===== src/rtl/ps2_pkg.sv =====
// rtl/ps2_pkg.sv - shared types and constants for the PS/2 keyboard receiver
// Contents: deframer state encoding, frame geometry, default parameter values,
// and the odd-parity helper used when parity checking is compiled in.
package ps2_pkg;

  typedef enum logic [1:0] {
    IDLE   = 2'd0,
    DATA   = 2'd1,
    PARITY = 2'd2,
    STOP   = 2'd3
  } ps2_state_e;

  // start + 8 data + parity + stop
  localparam int PS2_FRAME_BITS = 11;

  localparam int DEF_FIFO_DEPTH  = 8;
  localparam int DEF_FILTER_LEN  = 4;
  localparam int DEF_TIMEOUT_CYC = 10000;

  // Odd parity: data plus parity bit must hold an odd number of ones.
  function automatic logic odd_parity_ok(input logic [7:0] data, input logic par);
    return ^{data, par};
  endfunction

endpackage


===== src/rtl/ps2_kbd_rx_if.sv =====
// rtl/ps2_kbd_rx_if.sv - CPU-side read port of the PS/2 keyboard receiver
// Signals: ps2_rd (read strobe, from bus decoder), key_scan (FIFO head byte),
// ps2_ready (FIFO non-empty), overflow (sticky drop flag), frame_err (pulse).
// master = bus decoder side, slave = receiver side.
interface ps2_kbd_rx_if;
  logic       ps2_rd;
  logic [7:0] key_scan;
  logic       ps2_ready;
  logic       overflow;
  logic       frame_err;

  modport master (output ps2_rd, input key_scan, ps2_ready, overflow, frame_err);
  modport slave  (input ps2_rd, output key_scan, ps2_ready, overflow, frame_err);
endinterface


===== src/rtl/ps2_sync_filter.sv =====
// rtl/ps2_sync_filter.sv - 2-FF synchronizer, glitch filter and falling-edge pulse
// Ports: clk, rst (async, active high), raw_i (asynchronous line),
// fall_o (one-cycle pulse when the filtered level goes 1 -> 0).
module ps2_sync_filter #(
  parameter int FILTER_LEN = 4
) (
  input  logic clk,
  input  logic rst,
  input  logic raw_i,
  output logic fall_o
);

  localparam int CW = $clog2(FILTER_LEN) + 1;

  logic [1:0]    sync_q;
  logic          level_q, level_d;
  logic          prev_q;
  logic [CW-1:0] cnt_q, cnt_d;

  // cnt_q counts consecutive samples that disagree with the accepted level;
  // the level flips only once FILTER_LEN such samples have been seen in a row.
  always_comb begin
    level_d = level_q;
    cnt_d   = '0;
    if (sync_q[1] != level_q) begin
      if (cnt_q == CW'(FILTER_LEN - 1)) begin
        level_d = sync_q[1];
      end else begin
        cnt_d = cnt_q + CW'(1);
      end
    end
  end

  always_ff @(posedge clk or posedge rst) begin
    if (rst) begin
      sync_q  <= 2'b11;
      level_q <= 1'b1;
      prev_q  <= 1'b1;
      cnt_q   <= '0;
    end else begin
      sync_q  <= {sync_q[0], raw_i};
      level_q <= level_d;
      prev_q  <= level_q;
      cnt_q   <= cnt_d;
    end
  end

  assign fall_o = prev_q & ~level_q;

endmodule


===== src/rtl/ps2_kbd_rx.sv =====
// rtl/ps2_kbd_rx.sv - PS/2 keyboard deframer with scan-code FIFO
// Ports: clk, rst (async, active high), ps2_clk / ps2_data (raw connector
// lines), bus (ps2_kbd_rx_if.slave: ps2_rd in; key_scan, ps2_ready,
// overflow, frame_err out).
// Build option: PS2_KBD_RX_PARITY_CHECK_EN enables rejection of bad parity.
module ps2_kbd_rx
  import ps2_pkg::*;
#(
  parameter int FIFO_DEPTH  = DEF_FIFO_DEPTH,
  parameter int FILTER_LEN  = DEF_FILTER_LEN,
  parameter int TIMEOUT_CYC = DEF_TIMEOUT_CYC
) (
  input  logic         clk,
  input  logic         rst,
  input  logic         ps2_clk,
  input  logic         ps2_data,
  ps2_kbd_rx_if.slave  bus
);

  localparam int AW        = $clog2(FIFO_DEPTH);
  localparam int TW        = $clog2(TIMEOUT_CYC + 1);
  localparam int DATA_BITS = PS2_FRAME_BITS - 3;

  logic       fall;
  logic [1:0] data_sync_q;
  logic       data_s;

  ps2_state_e    state_q, state_d;
  logic [2:0]    bit_cnt_q, bit_cnt_d;
  logic [7:0]    shift_q, shift_d;
  logic          parity_q, parity_d;
  logic [TW-1:0] tmo_q, tmo_d;
  logic          push_q, push_d;
  logic          frame_err_q, frame_err_d;
  logic          parity_ok;

  logic [7:0]    mem [FIFO_DEPTH];
  logic [AW:0]   wr_ptr_q, wr_ptr_d, rd_ptr_q, rd_ptr_d;
  logic          rd_q;
  logic          pop, pop_eff, push_eff, empty, full;
  logic [7:0]    key_scan_q, head_d;
  logic          ready_q, overflow_q, overflow_d;

  ps2_sync_filter #(.FILTER_LEN(FILTER_LEN)) u_clk_filt (
    .clk    (clk),
    .rst    (rst),
    .raw_i  (ps2_clk),
    .fall_o (fall)
  );

  assign data_s = data_sync_q[1];

`ifdef PS2_KBD_RX_PARITY_CHECK_EN
  assign parity_ok = odd_parity_ok(shift_q, parity_q);
`else
  assign parity_ok = 1'b1;
`endif

  always_comb begin
    state_d     = state_q;
    bit_cnt_d   = bit_cnt_q;
    shift_d     = shift_q;
    parity_d    = parity_q;
    push_d      = 1'b0;
    frame_err_d = 1'b0;
    tmo_d       = (state_q == IDLE || fall) ? '0 : tmo_q + TW'(1);

    if (state_q != IDLE && !fall && tmo_q == TW'(TIMEOUT_CYC)) begin
      state_d     = IDLE;
      frame_err_d = 1'b1;
      shift_d     = '0;
      tmo_d       = '0;
    end else if (fall) begin
      unique case (state_q)
        IDLE: begin
          if (!data_s) begin
            state_d   = DATA;
            bit_cnt_d = '0;
          end else begin
            frame_err_d = 1'b1;
          end
        end
        DATA: begin
          shift_d   = {data_s, shift_q[7:1]};
          bit_cnt_d = bit_cnt_q + 3'd1;
          if (bit_cnt_q == 3'(DATA_BITS - 1)) state_d = PARITY;
        end
        PARITY: begin
          parity_d = data_s;
          state_d  = STOP;
        end
        STOP: begin
          if (data_s && parity_ok) push_d = 1'b1;
          else                     frame_err_d = 1'b1;
          state_d = IDLE;
        end
        default: state_d = IDLE;
      endcase
    end
  end

  // The pushed byte is taken from shift_q, which stays stable in IDLE until
  // the next start bit, far later than the one-cycle push delay.
  always_comb begin
    pop      = bus.ps2_rd & ~rd_q;
    empty    = (wr_ptr_q == rd_ptr_q);
    full     = ((wr_ptr_q - rd_ptr_q) == (AW+1)'(FIFO_DEPTH));
    pop_eff  = pop & ~empty;
    push_eff = push_q & (~full | pop_eff);
    wr_ptr_d = wr_ptr_q + (AW+1)'(push_eff);
    rd_ptr_d = rd_ptr_q + (AW+1)'(pop_eff);
    // Bypass the write when the new head is the slot being written this cycle.
    head_d = (push_eff && wr_ptr_q[AW-1:0] == rd_ptr_d[AW-1:0]) ? shift_q
                                                                : mem[rd_ptr_d[AW-1:0]];
    overflow_d = overflow_q;
    if (pop_eff)                overflow_d = 1'b0;
    else if (push_q && full)    overflow_d = 1'b1;
  end

  always_ff @(posedge clk) begin
    if (push_eff) mem[wr_ptr_q[AW-1:0]] <= shift_q;
  end

  always_ff @(posedge clk or posedge rst) begin
    if (rst) begin
      state_q     <= IDLE;
      bit_cnt_q   <= '0;
      shift_q     <= '0;
      parity_q    <= 1'b0;
      tmo_q       <= '0;
      push_q      <= 1'b0;
      frame_err_q <= 1'b0;
      data_sync_q <= 2'b11;
      rd_q        <= 1'b0;
      wr_ptr_q    <= '0;
      rd_ptr_q    <= '0;
      key_scan_q  <= '0;
      ready_q     <= 1'b0;
      overflow_q  <= 1'b0;
    end else begin
      state_q     <= state_d;
      bit_cnt_q   <= bit_cnt_d;
      shift_q     <= shift_d;
      parity_q    <= parity_d;
      tmo_q       <= tmo_d;
      push_q      <= push_d;
      frame_err_q <= frame_err_d;
      data_sync_q <= {data_sync_q[0], ps2_data};
      rd_q        <= bus.ps2_rd;
      wr_ptr_q    <= wr_ptr_d;
      rd_ptr_q    <= rd_ptr_d;
      key_scan_q  <= (wr_ptr_d == rd_ptr_d) ? 8'h00 : head_d;
      ready_q     <= (wr_ptr_d != rd_ptr_d);
      overflow_q  <= overflow_d;
    end
  end

  assign bus.key_scan  = key_scan_q;
  assign bus.ps2_ready = ready_q;
  assign bus.overflow  = overflow_q;
  assign bus.frame_err = frame_err_q;

endmodule


===== src/flat_wrapper.sv =====
// flat-port wrapper written by rule: the top's interface ports become plain ports
module ps2_kbd_rx_flat import ps2_pkg::*;
#(
  parameter int FIFO_DEPTH  = DEF_FIFO_DEPTH,
  parameter int FILTER_LEN  = DEF_FILTER_LEN,
  parameter int TIMEOUT_CYC = DEF_TIMEOUT_CYC
)
  (clk, rst, ps2_clk, ps2_data, bus_ps2_rd, bus_key_scan, bus_ps2_ready, bus_overflow, bus_frame_err);
  ps2_kbd_rx_if bus_i ();
  input  logic clk;
  input  logic rst;
  input  logic ps2_clk;
  input  logic ps2_data;
  input wire logic [$bits(bus_i.ps2_rd)-1:0] bus_ps2_rd;
  output wire logic [$bits(bus_i.key_scan)-1:0] bus_key_scan;
  output wire logic [$bits(bus_i.ps2_ready)-1:0] bus_ps2_ready;
  output wire logic [$bits(bus_i.overflow)-1:0] bus_overflow;
  output wire logic [$bits(bus_i.frame_err)-1:0] bus_frame_err;
  assign bus_i.ps2_rd = bus_ps2_rd;
  assign bus_key_scan = bus_i.key_scan;
  assign bus_ps2_ready = bus_i.ps2_ready;
  assign bus_overflow = bus_i.overflow;
  assign bus_frame_err = bus_i.frame_err;
  ps2_kbd_rx #(.FIFO_DEPTH(FIFO_DEPTH), .FILTER_LEN(FILTER_LEN), .TIMEOUT_CYC(TIMEOUT_CYC)) u_core (.clk(clk), .rst(rst), .ps2_clk(ps2_clk), .ps2_data(ps2_data), .bus(bus_i));
endmodule

===== config.mk =====
export PLATFORM = sky130hd
export DESIGN_NAME = ps2_kbd_rx_flat
export DESIGN_NICKNAME = d
export VERILOG_FILES = /design/src/rtl/ps2_pkg.sv /design/src/rtl/ps2_kbd_rx_if.sv /design/src/rtl/ps2_sync_filter.sv /design/src/rtl/ps2_kbd_rx.sv /design/src/flat_wrapper.sv
export SDC_FILE = /design/constraint.sdc
export NUM_CORES = 1
export LEC_CHECK = 0
export BUFFER_PORTS_ARGS = -buffer_cell sky130_fd_sc_hd__buf_4
export CAP_MARGIN = 0
export CELL_PAD_IN_SITES_DETAIL_PLACEMENT = 2
export CELL_PAD_IN_SITES_GLOBAL_PLACEMENT = 2
export CORE_MARGIN = 1.5
export CORE_UTILIZATION = 41
export DETAILED_ROUTE_END_ITERATION = 10
export PLACE_DENSITY_LB_ADDON = 0.1
export SYNTH_ARGS = -nofsm -noshare
export SYNTH_HDL_FRONTEND = slang
export SYNTH_SLANG_ARGS = --single-unit

===== constraint.sdc =====
create_clock -name clk -period 3.7 [get_ports clk]
set_input_delay 0.37 -clock clk [delete_from_list [all_inputs] [get_ports clk]]
set_output_delay 0.37 -clock clk [all_outputs]
set_load 0.02 [all_outputs]

==> results.json, run 1 <==
{
  "syn-num-nets": 375,
  "worst_pin_slew_ps": 726,
  "nets": 412,
  "grt_use_total_pct": 20.0,
  "critPathCaptureType": "flip-flop",
  "root_buffer": "clkbuf_16",
  "fin_crit_sh_pct": 91.6,
  "min_from": "ps2_data",
  "drc": 0,
  "period_minus_slack_ps": 3390,
  "synth_warnings": 0,
  "portBuffers": 15,
  "post_cts_resized": 0,
  "synth.cell_area_um2": 5170,
  "ys_ff_latch": 121,
  "cts.sink_count": 121,
  "grt_pass1_wl_um": 19400,
  "holdBufCountCts": 1,
  "fmax_ghz": 0.295,
  "n_fill_cell": 1131,
  "drtPass1Iterations": 4,
  "relSlewSlack_pct": 51.4,
  "start_util_pct": 42.6,
  "post-dp-hpwl_um": 7740,
  "max_cap_violations": 0,
  "worstPathRequired_ps": 4000,
  "power.leakage_uw": 0.00245,
  "powerDensity_nw_per_um2": 846,
  "critPathLaunch": "u_core.rd_ptr_q[2]$_DFF_PP0_",
  "rsz0062_at_grt": "false",
  "synth_edf_count": 64,
  "slowest_stage": "or4_1",
  "ios": 16,
  "setup_violations": 0,
  "hold_class": "in2reg",
  "antenna_found_initial": 0,
  "clk_pin_slew_ps": 50,
  "wire_per_inst_um": 20.3,
  "final_cell_mix": "edfxtp_1 (64), dfrtp_1 (51), buf_4 (32)",
  "place_congestion": 0.685,
  "final-max-slew-violation-count": 0,
  "drive_gt1_share_pct": 23.5,
  "fp.dieArea_um2": 13300,
  "areaGrowthSynthToFinish_pct": 20.3,
  "status": "complete, no violations",
  "antennaDiodeCount": 0,
  "clk-insertion-delay-late_ps": 420,
  "crit_buf_inv": 2,
  "synthFlopType": "edfxtp_1",
  "crit_path_cell_trace": "inv_1, ha_1, a21oi_1, nand3_1, a2111oi_4, nand2b_1, inv_1, ha_1, nand2_1, xnor2_1, xor2_1, or4_1, o211a_1",
  "synthDistinctLibCells": 46,
  "fin_tns_setup_ps": 0,
  "drt_wl_total_um": 11600,
  "grt_max_degree": 36,
  "start_kind": "flip-flop",
  "cts-buffers-inserted": 17,
  "crit_arrival_ps": 3690,
  "core_area_um2": 12200,
  "dpl_worst_slack_ps": 351,
  "slowest_delay_ps": 710,
  "grt_overflow_total": 0,
  "critical_path_class": "reg2reg",
  "r2r_setup_slack_ps": 310,
  "die_w_um": 115,
  "ant_nets": 0,
  "die_h_um": 115,
  "design_area_um2": 6220,
  "fin_skew_ps": 7.09,
  "cts_max_path_buffers": 2,
  "vias": 3052,
  "crit_family": "simple AND/OR/NAND/NOR gates",
  "r2r-start": "u_core.rd_ptr_q[2]$_DFF_PP0_",
  "cp_max_fo": 9,
  "rows": 40,
  "grt_pass1_vias": 3471,
  "avgSynthCellArea_um2": 14.6,
  "final_common_cell": "edfxtp_1",
  "tritoncts": "yes",
  "ir_drop_mv": 0.330,
  "yosysSeqAreaShare_pct": 64.8,
  "drtIter0Drc": 111,
  "async_flop_share_pct": 47.1,
  "synthCells": 354,
  "htreeDepth": 4,
  "setup_ws_ps": 309,
  "cts_setup_buffers": 0,
  "hold_viol": 0,
  "placed_area_um2": 5570,
  "vias_per_cell": 5.34
}
## cell families (layout without fill, tap and decap cells)
group,count (synthesis),in the layout,synth area share [%]
XOR/XNOR,22,22,3.72
adder cells (fa/ha/maj),16,16,3.87
AO/OA/AOI/OAI,52,52,7.25
flip-flops,121,121,64.8
multiplexers,26,26,8.95
AND/OR/NAND/NOR,89,89,8.92
buffers and inverters,28,78,2.44
## cell usage after synthesis (2+ instances only)
| cell | count | share of area [%] |
|---|---|---|
| buf_4 | 2 | 0.29 |
| mux2i_1 | 8 | 1.5 |
| ha_1 | 16 | 3.9 |
| nor2b_1 | 4 | 0.48 |
| nor4_1 | 3 | 0.36 |
| dfstp_2 | 6 | 3.0 |
| nand2_1 | 28 | 2.0 |
| and3_1 | 3 | 0.36 |
| inv_1 | 13 | 0.94 |
| nor3_1 | 3 | 0.29 |
| or3_1 | 4 | 0.48 |
| xor2_1 | 11 | 1.9 |
| nand3b_1 | 3 | 0.44 |
| nor2_1 | 14 | 1.0 |
| nand3_1 | 9 | 0.87 |
| edfxtp_1 | 64 | 37 |
| and2_1 | 3 | 0.36 |
| nand4_1 | 3 | 0.36 |
| o21ai_0 | 17 | 1.6 |
| buf_2 | 5 | 0.48 |
| o211a_1 | 8 | 1.5 |
| xnor2_1 | 11 | 1.9 |
| mux4_2 | 16 | 7.0 |
| mux2_2 | 2 | 0.44 |
| nor4b_1 | 4 | 0.68 |
| nand2b_1 | 2 | 0.24 |
| a32o_1 | 3 | 0.58 |
| clkbuf_1 | 7 | 0.51 |
| dfrtp_1 | 51 | 25 |
| a21oi_1 | 15 | 1.5 |
## registers in the layout (all words and copies together), names as in the netlist
name,cells
u_core.bit_cnt_q,3
u_core.bus.frame_err,1
u_core.bus.key_scan,8
u_core.bus.overflow,1
u_core.bus.ps2_ready,1
u_core.data_sync_q,2
u_core.mem,64
u_core.push_q,1
u_core.rd_ptr_q,4
u_core.rd_q,1
u_core.shift_q,8
u_core.state_q,2
u_core.tmo_q,14
u_core.u_clk_filt.cnt_q,3
u_core.u_clk_filt.level_q,1
u_core.u_clk_filt.prev_q,1
u_core.u_clk_filt.sync_q,2
u_core.wr_ptr_q,4
## power by group
group | switching (µW) | internal [µW]
combinational | 864 | 705
clock | 587 | 1200
sequential | 214 | 1700
## path summary, 6_finish.rpt
kind | end | depth (start not counted)
worst max-delay path | u_core.bus.key_scan[2]$_DFF_PP0_ | 13
worst min-delay path | u_core.data_sync_q[0]$_DFF_PP1_ | 1
worst max register to register | u_core.bus.key_scan[2]$_DFF_PP0_ | 13
worst min register to register | u_core.data_sync_q[1]$_DFF_PP1_ | 0
max in group asynchronous | u_core.data_sync_q[0]$_DFF_PP1_ | 4
min in group asynchronous | u_core.u_clk_filt.cnt_q[2]$_DFF_PP0_ | 3
## through the flow
stage / utilization [%] / total power (µW) / cells / hold WS, ps
floorplan: - / 3020 / 354 / 345
global placement: 45.8 / 3430 / 539 / 347
detailed placement: 45.8 / 3530 / 539 / 348
CTS: 51.2 / 5350 / 572 / 34.4
global route: 51.2 / 5570 / 572 / 44.5
finish: 51.2 / 5270 / 572 / 56.8
## routing by layer
layer	GRT usage, %	vias up	wire length, µm
li1	-	1388	-
met1	25.2	1612	5220
met2	33.6	35	5950
met3	3.95	17	263
met4	8.89	0	209
met5	0	-	0
## area by class of cell
cell class,count,area (µm²),share of cell area [%]
tap,168,210,3.38
timing repair buffer,33,250,4.02
inverter,13,48.8,0.784
clock buffer,21,482,7.74
sequential,121,3360,53.9
clock inverter,11,166,2.67
multi-input combinational,205,1710,27.5
No activity file was read; power rests on OpenSTA's default activity.
==> run 2: changes to the inputs <==
--- a/config.mk
+++ b/config.mk
@@ -10,7 +10,7 @@
 export CELL_PAD_IN_SITES_DETAIL_PLACEMENT = 2
 export CELL_PAD_IN_SITES_GLOBAL_PLACEMENT = 2
 export CORE_MARGIN = 1.5
-export CORE_UTILIZATION = 41
+export CORE_UTILIZATION = 45
 export DETAILED_ROUTE_END_ITERATION = 10
 export PLACE_DENSITY_LB_ADDON = 0.1
 export SYNTH_ARGS = -nofsm -noshare
==> constraint.sdc (replaced) <==
create_clock -name clk -period 3.2 [get_ports clk]
set_input_delay 0.32 -clock clk [delete_from_list [all_inputs] [get_ports clk]]
set_output_delay 0.32 -clock clk [all_outputs]
set_load 0.02 [all_outputs]
==> results.json, run 2 (same netlist as run 1, synthesis figures left out) <==
{
  "drtIter0Drc": 181,
  "powerDensity_nw_per_um2": 1010,
  "max_cap_violations": 0,
  "grt_max_degree": 40,
  "crit_arrival_ps": 3510,
  "critPathCaptureType": "flip-flop",
  "setup_violations": 1,
  "status": "finished, violations left",
  "ir_drop_mv": 0.737,
  "fin_crit_sh_pct": 100,
  "n_fill_cell": 971,
  "ant_nets": 0,
  "place_congestion": 0.700,
  "final-max-slew-violation-count": 0,
  "seqCellArea_um2": 3360,
  "clk-insertion-delay-late_ps": 420,
  "crit_family": "adder cells",
  "start_util_pct": 46.9,
  "design_area_um2": 6410,
  "tritoncts": "yes",
  "antennaDiodeCount": 0,
  "vias_per_cell": 5.90,
  "final_cell_mix": "edfxtp_1 (64), dfrtp_1 (51), buf_4 (44)",
  "relSlewSlack_pct": 42.6,
  "setup_ws_ps": -12.7,
  "period_minus_slack_ps": 3210,
  "fmax_ghz": 0.311,
  "worstPathRequired_ps": 3500,
  "dpl_worst_slack_ps": -73.4,
  "die_h_um": 110,
  "start_kind": "flip-flop",
  "grt_pass1_vias": 3598,
  "violations": "setup timing",
  "total_power_uw": 6490,
  "critPathLaunch": "u_core.wr_ptr_q[2]$_DFF_PP0_",
  "placed_area_um2": 5590,
  "cp_max_fo": 14,
  "cts.sink_count": 121,
  "areaGrowthSynthToFinish_pct": 23.8,
  "crit_path_cell_trace": "ha_4, buf_4, a41oi_2, ha_1, ha_2, buf_4, mux4_2, mux2i_1, o21ai_0, o211a_1",
  "clk_pin_slew_ps": 70,
  "wire_per_inst_um": 29.0,
  "grt_overflow_total": 0,
  "slowest_delay_ps": 480,
  "r2r-start": "u_core.wr_ptr_q[2]$_DFF_PP0_",
  "drt_wl_total_um": 16200,
  "antenna_found_initial": 0,
  "nets": 428,
  "htreeDepth": 4,
  "crit_top_cell": "buf_4",
  "drtPass1Iterations": 4,
  "grt_use_total_pct": 26.0,
  "worstReg2RegEnd": "u_core.bus.key_scan[7]$_DFF_PP0_",
  "critical_path_class": "reg2reg",
  "root_buffer": "clkbuf_16",
  "fin_tns_setup_ps": -12.7,
  "ios": 16,
  "final_common_cell": "edfxtp_1",
  "crit_buf_inv": 2,
  "drive_gt1_share_pct": 29.3,
  "vias": 3305,
  "r2r_setup_slack_ps": -10,
  "endpoint": "u_core.bus.key_scan[7]$_DFF_PP0_",
  "power.leakage_uw": 0.00254,
  "fp.dieArea_um2": 12200,
  "cts_max_path_buffers": 2,
  "cts-buffers-inserted": 17,
  "fin_skew_ps": 13.7,
  "post-dp-hpwl_um": 8490,
  "r2r_cells": 10,
  "largest_reg_flops": 64,
  "rows": 38,
  "multiInputGateArea_um2": 1860,
  "hold_viol": 0,
  "die_w_um": 110,
  "cp.depth": 10,
  "core_area_um2": 11000,
  "worst_pin_slew_ps": 860,
  "portBuffers": 15,
  "slowest_stage": "ha_2",
  "drc": 0,
  "hold_class": "in2reg",
  "grt_pass1_wl_um": 22000
}
==> run 2: layer usage <==
metal	wire length, µm	global-route usage (%)
met1	6540	32.0
met2	8500	44.6
met3	704	7.05
met4	497	8.61
met5	0	0
==> run 2: layout make-up <==
class                           count  share of cell area (%)
Tap cell                          140                    2.73
Sequential cell                   121                    52.4
Multi-Input combinational cell    206                    29.1
Timing Repair Buffer               48                    5.96
Clock inverter                      9                    1.93
Inverter                           13                   0.801
Clock buffer                       23                    7.15
==> run 2: per-stage QoR <==
stage	std cells	utilization [%]	hold slack, ps
after floorplan	354	-	324
after global placement	514	50.6	346
final	560	58.1	26.9
after CTS	556	57.0	12.4
after detailed placement	514	50.6	347
after global routing	560	58.1	20.1
==> run 2: repair_timing <==
item	CTS	global route
gates resized for setup	6	15
buffers inserted	7	5
setup endpoints to repair	9	8
pin swaps	5	7
gates cloned	1	0
endpoints found under the hold margin	2	0
hold buffers	2	0
==> run 2: power by group <==
| group | total (µW) | leakage [µW] | switching [µW] | internal (µW) |
|---|---|---|---|---|
| Clock | 1980 | 0.000279 | 742 | 1240 |
| Combinational | 2250 | 0.000951 | 1240 | 1010 |
| Sequential | 2260 | 0.00131 | 298 | 1960 |
==> run 2: how the worst min path moves through the flow <==
stage / start / depth (start not counted) / end / slack [ps]
4_1_cts: bus_ps2_rd / 1 / u_core.rd_q$_DFF_PP0_ / 10
2_1_floorplan: ps2_data / 0 / u_core.data_sync_q[0]$_DFF_PP1_ / 320
6_report: bus_ps2_rd / 1 / u_core.rd_q$_DFF_PP0_ / 30
3_3_place_gp: u_core.u_clk_filt.sync_q[0]$_DFF_PP1_ / 0 / u_core.u_clk_filt.sync_q[1]$_DFF_PP1_ / 350
3_5_place_dp: u_core.data_sync_q[0]$_DFF_PP1_ / 0 / u_core.data_sync_q[1]$_DFF_PP1_ / 350
5_1_grt: bus_ps2_rd / 1 / u_core.rd_q$_DFF_PP0_ / 20
